<file path="config.mk">
export PLATFORM = sky130hd
export DESIGN_NAME = csr_regfile
export DESIGN_NICKNAME = d
export VERILOG_FILES = /design/src/rtl/csr_pkg.sv /design/src/rtl/csr_counter.sv /design/src/rtl/csr_regfile.sv
export SDC_FILE = /design/constraint.sdc
export NUM_CORES = 1
export LEC_CHECK = 0
export ABC_AREA = 1
export CAP_MARGIN = 20
export CORE_ASPECT_RATIO = 0.6
export CORE_MARGIN = 8
export CORE_UTILIZATION = 43
export CTS_BUF_LIST = sky130_fd_sc_hd__clkbuf_8
export DETAILED_ROUTE_END_ITERATION = 10
export PLACE_DENSITY = 0.61
export SKIP_LAST_GASP = 1
export SLEW_MARGIN = 30
export SYNTH_ARGS = -nofsm -noshare
export SYNTH_HDL_FRONTEND = slang
export SYNTH_SLANG_ARGS = --single-unit
</file>
<file path="constraint.sdc">
create_clock -name clk -period 25.8 [get_ports clk]
set_input_delay 5.16 -clock clk [delete_from_list [all_inputs] [get_ports clk]]
set_output_delay 5.16 -clock clk [all_outputs]
set_load 0.05 [all_outputs]
</file>
<file path="src/rtl/csr_pkg.sv">
// csr_pkg: shared definitions for the machine-mode CSR block.
//   - 12-bit CSR address constants
//   - mstatus field positions and reset value
//   - MTIE/MTIP bit index
//   - common mcause values
//   - address decode helpers (implemented / writable)
package csr_pkg;

  localparam logic [11:0] CSR_MSTATUS  = 12'h300;
  localparam logic [11:0] CSR_MIE      = 12'h304;
  localparam logic [11:0] CSR_MTVEC    = 12'h305;
  localparam logic [11:0] CSR_MSCRATCH = 12'h340;
  localparam logic [11:0] CSR_MEPC     = 12'h341;
  localparam logic [11:0] CSR_MCAUSE   = 12'h342;
  localparam logic [11:0] CSR_MTVAL    = 12'h343;
  localparam logic [11:0] CSR_MIP      = 12'h344;
  localparam logic [11:0] CSR_MCYCLE   = 12'hB00;
  localparam logic [11:0] CSR_MINSTRET = 12'hB02;
  localparam logic [11:0] CSR_MHARTID  = 12'hF14;

  localparam int MSTATUS_MIE    = 3;
  localparam int MSTATUS_MPIE   = 7;
  localparam int MSTATUS_MPP_LO = 11;
  localparam int MSTATUS_MPP_HI = 12;

  // MPP is hard-wired to machine mode, so it is part of every mstatus read.
  localparam logic [63:0] MSTATUS_RESET = 64'h0000_0000_0000_1800;

  // Shared index of MTIE (in mie) and MTIP (in mip).
  localparam int MTIX_BIT = 7;

  localparam logic [63:0] CAUSE_M_TIMER = 64'h8000_0000_0000_0007;
  localparam logic [63:0] CAUSE_ILLEGAL = 64'd2;
  localparam logic [63:0] CAUSE_ECALL_M = 64'd11;

  function automatic logic csr_implemented(input logic [11:0] addr);
    case (addr)
      CSR_MSTATUS, CSR_MIE, CSR_MTVEC, CSR_MSCRATCH, CSR_MEPC, CSR_MCAUSE,
      CSR_MTVAL, CSR_MIP, CSR_MCYCLE, CSR_MINSTRET, CSR_MHARTID: return 1'b1;
      default: return 1'b0;
    endcase
  endfunction

  // mip and mhartid are implemented but read-only.
  function automatic logic csr_writable(input logic [11:0] addr);
    return csr_implemented(addr) && (addr != CSR_MIP) && (addr != CSR_MHARTID);
  endfunction

endpackage

</file>
<file path="src/rtl/csr_counter.sv">
// csr_counter: 64-bit wrapping counter with increment enable and a load
// override. A load in a cycle wins over (and discards) that cycle's increment.
//   clk, rst      : clock, asynchronous active-high reset (count -> 0)
//   inc_i         : add one at the next edge
//   load_i        : load load_val_i at the next edge
//   load_val_i    : value to load
//   count_o       : current count
module csr_counter (
  input  logic        clk,
  input  logic        rst,
  input  logic        inc_i,
  input  logic        load_i,
  input  logic [63:0] load_val_i,
  output logic [63:0] count_o
);

  logic [63:0] count_q;
  logic [63:0] count_d;

  always_comb begin
    count_d = count_q;
    if (load_i) begin
      count_d = load_val_i;
    end else if (inc_i) begin
      count_d = count_q + 64'd1;
    end
  end

  always_ff @(posedge clk or posedge rst) begin
    if (rst) begin
      count_q <= '0;
    end else begin
      count_q <= count_d;
    end
  end

  assign count_o = count_q;

endmodule

</file>
<file path="src/rtl/csr_regfile.sv">
// csr_regfile: machine-mode CSR storage, trap entry / mret return, cycle and
// instret counters, and timer-interrupt pending detection.
//   clk, rst        : clock, asynchronous active-high reset
//   raddr / rdata   : combinational CSR read (no same-cycle write forwarding)
//   illegal_access  : unimplemented raddr, or write to read-only/unimplemented
//   we/waddr/wdata  : CSR write (value already computed by the write mux)
//   trap_*          : trap entry request and its mepc/mcause/mtval payload
//   mret            : mret retiring this cycle
//   instret_inc     : one instruction retired this cycle
//   timer_irq       : asynchronous machine timer line
//   redirect_*      : PC redirect to fetch
//   irq_pending     : enabled, pending machine timer interrupt
//
// Redirect handshake: redirect_valid is a one-cycle pulse with no ready; fetch
// must take redirect_pc in the same cycle it is high. It is raised in the cycle
// trap_valid or mret is presented and is forced low while rst is asserted.
//
// Event priority per cycle: trap_valid > mret > we. A lower-priority event is
// dropped entirely; counters keep counting regardless.
module csr_regfile
  import csr_pkg::*;
#(
  parameter logic [63:0] MTVEC_RESET = 64'h0,
  parameter logic [63:0] HART_ID     = 64'h0
) (
  input  logic        clk,
  input  logic        rst,
  input  logic [11:0] raddr,
  output logic [63:0] rdata,
  output logic        illegal_access,
  input  logic        we,
  input  logic [11:0] waddr,
  input  logic [63:0] wdata,
  input  logic        trap_valid,
  input  logic [63:0] trap_pc,
  input  logic [63:0] trap_cause,
  input  logic [63:0] trap_tval,
  input  logic        mret,
  input  logic        instret_inc,
  input  logic        timer_irq,
  output logic        redirect_valid,
  output logic [63:0] redirect_pc,
  output logic        irq_pending
);

  logic        mie_q, mie_d;     // mstatus.MIE
  logic        mpie_q, mpie_d;   // mstatus.MPIE
  logic        mtie_q, mtie_d;   // mie.MTIE
  logic [63:0] mtvec_q, mtvec_d;
  logic [63:0] mscratch_q, mscratch_d;
  logic [63:0] mepc_q, mepc_d;
  logic [63:0] mcause_q, mcause_d;
  logic [63:0] mtval_q, mtval_d;
  logic        tmr_sync_q;       // first synchronizer flop
  logic        mtip_q;           // second synchronizer flop = mip.MTIP

  logic [63:0] mcycle, minstret;
  logic        wr_en;
  logic [63:0] trap_target;
  logic [63:0] mstatus_rd;

  // A CSR write only lands when no trap or mret claims the cycle.
  assign wr_en = we & ~trap_valid & ~mret & csr_writable(waddr);

  always_comb begin
    mie_d      = mie_q;
    mpie_d     = mpie_q;
    mtie_d     = mtie_q;
    mtvec_d    = mtvec_q;
    mscratch_d = mscratch_q;
    mepc_d     = mepc_q;
    mcause_d   = mcause_q;
    mtval_d    = mtval_q;
    if (trap_valid) begin
      mepc_d   = {trap_pc[63:2], 2'b00};
      mcause_d = trap_cause;
      mtval_d  = trap_tval;
      mpie_d   = mie_q;
      mie_d    = 1'b0;
    end else if (mret) begin
      mie_d  = mpie_q;
      mpie_d = 1'b1;
    end else if (wr_en) begin
      case (waddr)
        CSR_MSTATUS: begin
          mie_d  = wdata[MSTATUS_MIE];
          mpie_d = wdata[MSTATUS_MPIE];
        end
        CSR_MIE:      mtie_d     = wdata[MTIX_BIT];
        // Bit1 is reserved in MODE; only direct (0) and vectored (1) exist.
        CSR_MTVEC:    mtvec_d    = {wdata[63:2], 1'b0, wdata[0]};
        CSR_MSCRATCH: mscratch_d = wdata;
        CSR_MEPC:     mepc_d     = {wdata[63:2], 2'b00};
        CSR_MCAUSE:   mcause_d   = wdata;
        CSR_MTVAL:    mtval_d    = wdata;
        default: ;
      endcase
    end
  end

  always_ff @(posedge clk or posedge rst) begin
    if (rst) begin
      mie_q      <= 1'b0;
      mpie_q     <= 1'b0;
      mtie_q     <= 1'b0;
      mtvec_q    <= MTVEC_RESET;
      mscratch_q <= '0;
      mepc_q     <= '0;
      mcause_q   <= '0;
      mtval_q    <= '0;
      tmr_sync_q <= 1'b0;
      mtip_q     <= 1'b0;
    end else begin
      mie_q      <= mie_d;
      mpie_q     <= mpie_d;
      mtie_q     <= mtie_d;
      mtvec_q    <= mtvec_d;
      mscratch_q <= mscratch_d;
      mepc_q     <= mepc_d;
      mcause_q   <= mcause_d;
      mtval_q    <= mtval_d;
      tmr_sync_q <= timer_irq;
      mtip_q     <= tmr_sync_q;
    end
  end

  csr_counter u_mcycle (
    .clk        (clk),
    .rst        (rst),
    .inc_i      (1'b1),
    .load_i     (wr_en && (waddr == CSR_MCYCLE)),
    .load_val_i (wdata),
    .count_o    (mcycle)
  );

  csr_counter u_minstret (
    .clk        (clk),
    .rst        (rst),
    .inc_i      (instret_inc),
    .load_i     (wr_en && (waddr == CSR_MINSTRET)),
    .load_val_i (wdata),
    .count_o    (minstret)
  );

  always_comb begin
    mstatus_rd               = MSTATUS_RESET;
    mstatus_rd[MSTATUS_MIE]  = mie_q;
    mstatus_rd[MSTATUS_MPIE] = mpie_q;
  end

  always_comb begin
    rdata = '0;
    case (raddr)
      CSR_MSTATUS:  rdata = mstatus_rd;
      CSR_MIE:      rdata[MTIX_BIT] = mtie_q;
      CSR_MTVEC:    rdata = mtvec_q;
      CSR_MSCRATCH: rdata = mscratch_q;
      CSR_MEPC:     rdata = mepc_q;
      CSR_MCAUSE:   rdata = mcause_q;
      CSR_MTVAL:    rdata = mtval_q;
      CSR_MIP:      rdata[MTIX_BIT] = mtip_q;
      CSR_MCYCLE:   rdata = mcycle;
      CSR_MINSTRET: rdata = minstret;
      CSR_MHARTID:  rdata = HART_ID;
      default:      rdata = '0;
    endcase
  end

  assign illegal_access = ~rst & (~csr_implemented(raddr) | (we & ~csr_writable(waddr)));

  // Vectored mode offsets only interrupts; exceptions always go to the base.
  always_comb begin
    trap_target = {mtvec_q[63:2], 2'b00};
    if (mtvec_q[0] && trap_cause[63]) begin
      trap_target = trap_target + {56'b0, trap_cause[5:0], 2'b00};
    end
  end

  always_comb begin
    redirect_pc = '0;
    if (trap_valid) begin
      redirect_pc = trap_target;
    end else if (mret) begin
      redirect_pc = mepc_q;
    end
  end

  assign redirect_valid = ~rst & (trap_valid | mret);
  assign irq_pending    = mie_q & mtie_q & mtip_q;

endmodule

</file>
==> results by group, run 1 <==
Setup path
  • CP endpoint kind: primary output
  • CP top delay family: simple AND/OR/NAND/NOR gates
  • Worst path max stage delay: 0.96 ns
  • WS Path Type: in2out
  • Worst Path Required: 20.64 ns
  • CP max stage cell: clkdlybuf4s50_1
  • Worst-path cell chain: clkdlybuf4s50_1 > ha_1 > fa_1 > nand2_1 > nand2_1 > nand3_1 > nand2_1 > nand4_1 > nor2_1 > o21ai_0 > o21ai_0 > clkdlybuf4s50_1
  • Arr. time, crit path: 9.74 ns
  • Startpoint types: input pin
  • Max FO, Critical Path: 6
  • WP buf/inv: 2
  • Critical path's most frequent cell: nand2_1

Placed design
  • Post-DP HPWL: 117,000 um
  • Worst slack, placed: 11.19 ns
  • GPL Wtd Cong: roughly 1.0
  • Port Buffer Count: 413
  • Placed Cells: 5,758
  • Area after DPL: 34,500 um^2

CTS
  • CTS H-tree lvls: 3
  • Maximum clock insertion buffer count: 3
  • Cts hold-fix bufs: 0
  • Worst-path clk slew: 0.05 ns
  • Clk sinks: 450
  • Post-CTS setup buffer count: 0
  • Worst-Skew Late Latency: 0.76 ns
  • CTS root buf: clkbuf_8
  • CTS tree: yes
  • Gates resized, CTS repair: 0
  • Num CTS Buffers: 74

Global routing
  • Largest net degree at the start of global routing: 162
  • Initial antenna violation count: 3
  • Vias in the first global route: slightly above 30,000
  • First-pass GRT wire length: 216,000 um
  • Grt ovf: 0
  • Tot GR Track Use: 37.6%

STA
  • Measured slew at the worst slew-check pin: ~1.3 ns
  • Setup TNS: 0 ns
  • Final Max Slew Viols: 0
  • Crit path time final: 14.90 ns
  • Setup Skew: 0.0385 ns
  • Final Worst Setup Slack: 10.90 ns
  • F_max: about 0.067 GHz
  • RSZ-0062 raised after global routing: false
  • Slew margin rel.: around 13%
  • Final hold vios: 0
  • Final setup violation count: 0
  • Tcrit/Tclk final: slightly below 60%
  • Final hold slack: about 0.35 ns

Synth
  • Synth unique cells: 48
  • Yosys warns: 0
  • FF+latch count, synth: 450
  • Synth Cell Area: between 20,000 and 30,000 um^2
  • Ys async rst share: 100%
  • Synth Flop Type: dfrtp_1
  • Number of enable flip-flop cells after synthesis: 0
  • Top post-synthesis cells by area: dfrtp_1, nand2_1, nand3_1
  • Cells after Synth: 4,600
  • Sequential area share after synthesis: roughly 38%
  • Synth area leader: dfrtp_1
  • Avg Inst Size Synth: roughly 6.5 um^2
  • Synth top area share: 37.9%

Floorplanning
  • Die width: roughly 360 um
  • Rows: 74
  • Top-Level Pins: about 420
  • Die area: between 70,000 and 80,000 um^2
  • Die height: about 220 um
  • CORE AREA: roughly 68,000 um^2
  • Starting Density: 43.6%

Final layout
  • Design area: 36,000 um^2
  • Final core occ: a little over half
  • Most frequent cells in the layout: nand2_1, nand3_1, inv_1
  • Register area: about 11,000 um^2
  • Commonest non-fill, non-tap cell in the layout: nand2_1
  • Syn-to-layout area delta: 21.1%
  • Non-Filler Instances: a little under 6,000
  • Layout cells sized above 1: around 4.0%
  • Nets: 5,219
  • Multi-input logic area: around 16,000 um^2
  • Fillers: between 7,000 and 8,000

Routing
  • WL final: around 150,000 um
  • Antenna violation net count after detailed routing: 0
  • DR WL met3: 20,300 um
  • DR vias/cell: approximately 5.7
  • Iter 0 DRT Violations: 4,418
  • DRC violations left: 0
  • DR top layer: met4
  • Via Count: 33,700
  • Metal-1 WL: 66,100 um
  • First-pass iteration count of the detailed router: 6
  • Drt wl/cell: roughly 26 um
  • Met2 wire length: 59,500 um

Power
  • P_leak: approximately 17 nW
  • Overall Power: ~1.8 mW
  • VDD IR max: 0.0000566 V
  • PwrDens: 48.8 nW/um^2

Worst hold path
  • Hold Path Class: reg2reg

Run status
  • Run status: complete, no violations

Job
  • Max-Cap Viols: 0
-- cells by family (layout without fill, tap and decap cells) --
family / count (synthesis) / after routing / synth area share, %
xor gates and xnor gates: 74 / 74 / 2.18
AOI/OAI and AO/OA: 515 / 515 / 10.2
adders and majority gates: 9 / 9 / 0.404
buffers and inverters: 687 / 1053 / 9.29
other: 1 / 5 / 0.0126
DFF: 450 / 450 / 37.9
and+or+nand+nor: 2864 / 2864 / 40.0
-- cells in the mapped netlist (all sizes together) (9+ instances only) --
master	instances
a21o	11
nor3	106
nand4	57
buf	111
a21oi	44
o211ai	17
a31oi	9
nor2	404
nand2	1764
nand3	504
xor2	73
clkbuf	100
o22ai	133
dfrtp	450
a22oi	46
o221ai	18
o21ai	228
inv	475
-- report_power, final --
part	switching [mW]	internal, mW	total (mW)
sequential	0.0387	0.756	0.795
clock	0.329	0.354	0.683
combinational	0.181	0.100	0.281
total	0.548	1.21	1.76
-- layer usage --
| metal | track usage [%] | up-vias |
|---|---|---|
| li1 | - | 15500 |
| met1 | 53.7 | 16000 |
| met2 | 50.2 | 2036 |
| met3 | 14.3 | 279 |
| met4 | 15.1 | 0 |
| met5 | 0 | - |
-- worst register-to-register path: cells and delay by family, from the launching register on --
| kind | cells | cell delay, ns |
|---|---|---|
| AND/OR/NAND/NOR | 6 | 2.28 |
| flip-flops | 1 | 0.39 |
| XOR/XNOR | 1 | 0.28 |
| buffers and inverters | 2 | 0.39 |
-- sequential cells by signal, indices dropped and copies added, names as in the netlist --
register            cells
mscratch_q             64
mtie_q                  1
mtvec_q                63
mtval_q                64
u_mcycle.count_o       64
u_minstret.count_o     64
tmr_sync_q              1
mcause_q               64
mie_q                   1
mpie_q                  1
mepc_q                 62
mtip_q                  1
-- cell type report --
| class | instances | area share, % |
|---|---|---|
| well taps | 912 | 3.17 |
| clock inverters | 33 | 0.768 |
| multi-input cells | 3464 | 43.9 |
| inverters | 476 | 5.00 |
| clock buffers | 87 | 3.33 |
| flip-flops and latches | 450 | 31.3 |
| repair buffers | 457 | 12.6 |
| diodes | 3 | 0.0208 |
-- path summary, 6_finish.rpt --
| kind | startpoint | to | slack (ns) | cells after the start |
|---|---|---|---|---|
| max | trap_cause[0] | redirect_pc[28] | 10.90 | 12 |
| min | tmr_sync_q | mtip_q | 0.35 | 0 |
| max reg2reg | u_minstret.count_o[26] | u_minstret.count_o[34] | 22.33 | 9 |
| min reg2reg | tmr_sync_q | mtip_q | 0.35 | 0 |
| max in group asynchronous | rst | mcause_q[50] | 18.73 | 5 |
| min in group asynchronous | rst | u_mcycle.count_o[3] | 4.84 | 2 |
No activity file was read; power rests on OpenSTA's default activity.
==> run 2, diff against run 1 <==
==> constraint.sdc (replaced) <==
create_clock -name clk -period 14.7 [get_ports clk]
set_input_delay 2.94 -clock clk [delete_from_list [all_inputs] [get_ports clk]]
set_output_delay 2.94 -clock clk [all_outputs]
set_load 0.05 [all_outputs]
==> results by group, run 2 (synthesized netlist as in run 1, its figures left out) <==
Run status
  • Run status: complete, no violations (unchanged)

STA
  • Measured slew at the worst slew-check pin: 1.09 ns (was 1.29 ns)
  • Final hold slack: 0.374 ns (was 0.347 ns)
  • Tcrit/Tclk final: 72.2%
  • F_max: 0.0942 GHz
  • Slew margin rel.: 27.0% (was 13.4%)
  • RSZ-0062 raised after global routing: false (unchanged)
  • Setup Skew: 0.0298 ns (was 0.0385 ns)
  • Setup TNS: 0 ns (unchanged)
  • Final hold vios: 0 (unchanged)
  • Final setup violation count: 0 (unchanged)
  • Final Max Slew Viols: 0 (unchanged)
  • Crit path time final: approximately 11 ns

CTS
  • Clk sinks: 450 (unchanged)
  • Post-CTS setup buffer count: 0 (unchanged)
  • Worst-Skew Late Latency: 0.72 ns (was 0.76 ns)
  • Cts hold-fix bufs: 0 (unchanged)
  • CTS H-tree lvls: 3 (unchanged)
  • CTS tree: yes (unchanged)
  • Gates resized, CTS repair: 0 (unchanged)
  • Num CTS Buffers: 77 (was 74)
  • Maximum clock insertion buffer count: 3 (unchanged)
  • CTS root buf: clkbuf_8 (unchanged)
  • Worst-path clk slew: 0.07 ns (was 0.05 ns)

Power
  • Clock power share: 39.4% (was 38.8%)
  • Sw Pwr: 976 uW (was 548 uW)
  • Internal power: 2.14 mW (was 1.21 mW)
  • VDD IR max: 0.000101 V (was 0.0000566 V)
  • PwrDens: 86.3 nW/um^2 (was 48.8 nW/um^2)
  • Comb pwr share: 15.9% (was 16.0%)
  • Sequential share of power: 44.8% (was 45.2%)
  • Overall Power: 3.12 mW (was 1.76 mW)
  • Net Sw Frac: 31.3% (was 31.2%)
  • P_leak: 17.5 nW (was 17.4 nW)

Worst hold path
  • Hold Path Class: reg2reg (unchanged)

Final layout
  • Most frequent cells in the layout: nand2_1, nand3_1, inv_1 (unchanged)
  • Design area: 36,100 um^2 (was 36,000 um^2)
  • Nets: 5,224 (was 5,219)
  • Syn-to-layout area delta: 21.5% (was 21.1%)
  • Layout cells sized above 1: 4.31% (was 4.05%)
  • Non-Filler Instances: 5,899 (was 5,882)
  • Commonest non-fill, non-tap cell in the layout: nand2_1 (unchanged)

Floorplanning
  • Rows: 74 (unchanged)
  • Die width: 355 um (unchanged)
  • Die height: 220 um (unchanged)
  • Die area: 78,100 um^2 (unchanged)
  • CORE AREA: 68,200 um^2 (unchanged)
  • Top-Level Pins: 418 (unchanged)
  • Starting Density: 43.6% (unchanged)

Routing
  • Antenna violation net count after detailed routing: 0 (unchanged)
  • Iter 0 DRT Violations: 4,404 (was 4,418)
  • Via Count: 33,800 (was 33,700)
  • Drt wl/cell: 26.0 um (was 25.9 um)
  • WL final: 153,000 um (was 152,000 um)
  • DRC violations left: 0 (unchanged)
  • First-pass iteration count of the detailed router: 8 (was 6)
  • DR vias/cell: 5.74 (about the same)

Setup path
  • Arr. time, crit path: 7.67 ns (was 9.74 ns)
  • Startpoint types: input pin (unchanged)
  • WS Path Type: in2out (unchanged)
  • Max FO, Critical Path: 18 (was 6)
  • CP endpoint kind: primary output (unchanged)
  • Worst Path Required: 11.76 ns (was 20.64 ns)

Placed design
  • Area after DPL: 34,500 um^2 (about the same)
  • GPL Wtd Cong: 1.06 (was 1.05)
  • Post-DP HPWL: 118,000 um (was 117,000 um)
  • Port Buffer Count: 413 (unchanged)
  • Placed Cells: 5,761 (was 5,758)

Global routing
  • First-pass GRT wire length: 216,000 um (about the same)
  • Initial antenna violation count: 2 (was 3)
  • Largest net degree at the start of global routing: 146 (was 162)
  • Tot GR Track Use: 37.7% (was 37.6%)
  • Vias in the first global route: 31,200 (was 31,000)
  • Grt ovf: 0 (unchanged)

Job
  • Max-Cap Viols: 0 (unchanged)
[run 2: changes by cell type in the layout (fill, tap and decap cells not counted)]
cell / previous run / this run
clkbuf_8: 87 / 99
clkinvlp_4: 1 / 6
buf_4: 38 / 41
bufinv_16: 5 / 2
inv_1: 479 / 482
buf_12: 1 / 2
buf_16: 2 / 1
buf_6: 4 / 3
inv_6: 1 / 0
inv_8: 2 / 1
nor3_2: 6 / 7
nor3_4: 3 / 2
[run 2: critical path, stage by stage]
cell	delay [ns]
clkdlybuf4s50_1	0.57
nand2_1	0.55
clkinv_1	0.64
nand4_1	0.40
nor2_1	0.63
o21ai_0	0.15
o21ai_0	0.82
clkdlybuf4s50_1	0.97
[run 2: layout make-up]
type	instances	area, um^2
repair buffers	459	4530
well taps	912	1140
flip-flops and latches	450	11300
multi-input cells	3464	15800
clock buffers	99	1360
fillers	6999	32100
clock inverters	36	219
diodes	3	7.51
inverters	476	1800
[run 2: power by group through the flow]
| stage | combinational (mW) | sequential, mW | clock [mW] |
|---|---|---|---|
| 2_1_floorplan | 0.275 | 1.40 | 0 |
| 3_3_place_gp | 0.483 | 1.41 | 0 |
| 3_5_place_dp | 0.487 | 1.41 | 0 |
| 4_1_cts | 0.489 | 1.39 | 1.23 |
| 5_1_grt | 0.539 | 1.41 | 1.29 |
| 6_report | 0.494 | 1.40 | 1.23 |
[run 2: metal layers]
metal | GRT usage [%] | routed length, um | up-vias
li1 | - | - | 15500
met1 | 53.1 | 65100 | 16000
met2 | 50.8 | 60500 | 2132
met3 | 15.0 | 21300 | 262
met4 | 14.9 | 6610 | 0
met5 | 0 | 0 | -
[run 2: worst paths after layout]
kind	start	end	slack [ns]	cells past startpoint
setup / recovery	trap_cause[63]	redirect_pc[28]	4.09	8
hold / removal	tmr_sync_q	mtip_q	0.37	0
hold reg to reg	tmr_sync_q	mtip_q	0.37	0
setup reg to reg	u_minstret.count_o[29]	u_minstret.count_o[42]	10.69	7
min in group asynchronous	rst	u_mcycle.count_o[0]	2.67	2
max in group asynchronous	rst	mtval_q[54]	9.53	5
[run 2: metrics by stage]
step                      util [%]  setup WS, ns
final                         52.9          4.09
after CTS                     52.9          4.47
after global placement        50.5          4.52
after floorplan                  -          5.67
after global routing          52.9          4.18
after detailed placement      50.6          4.50
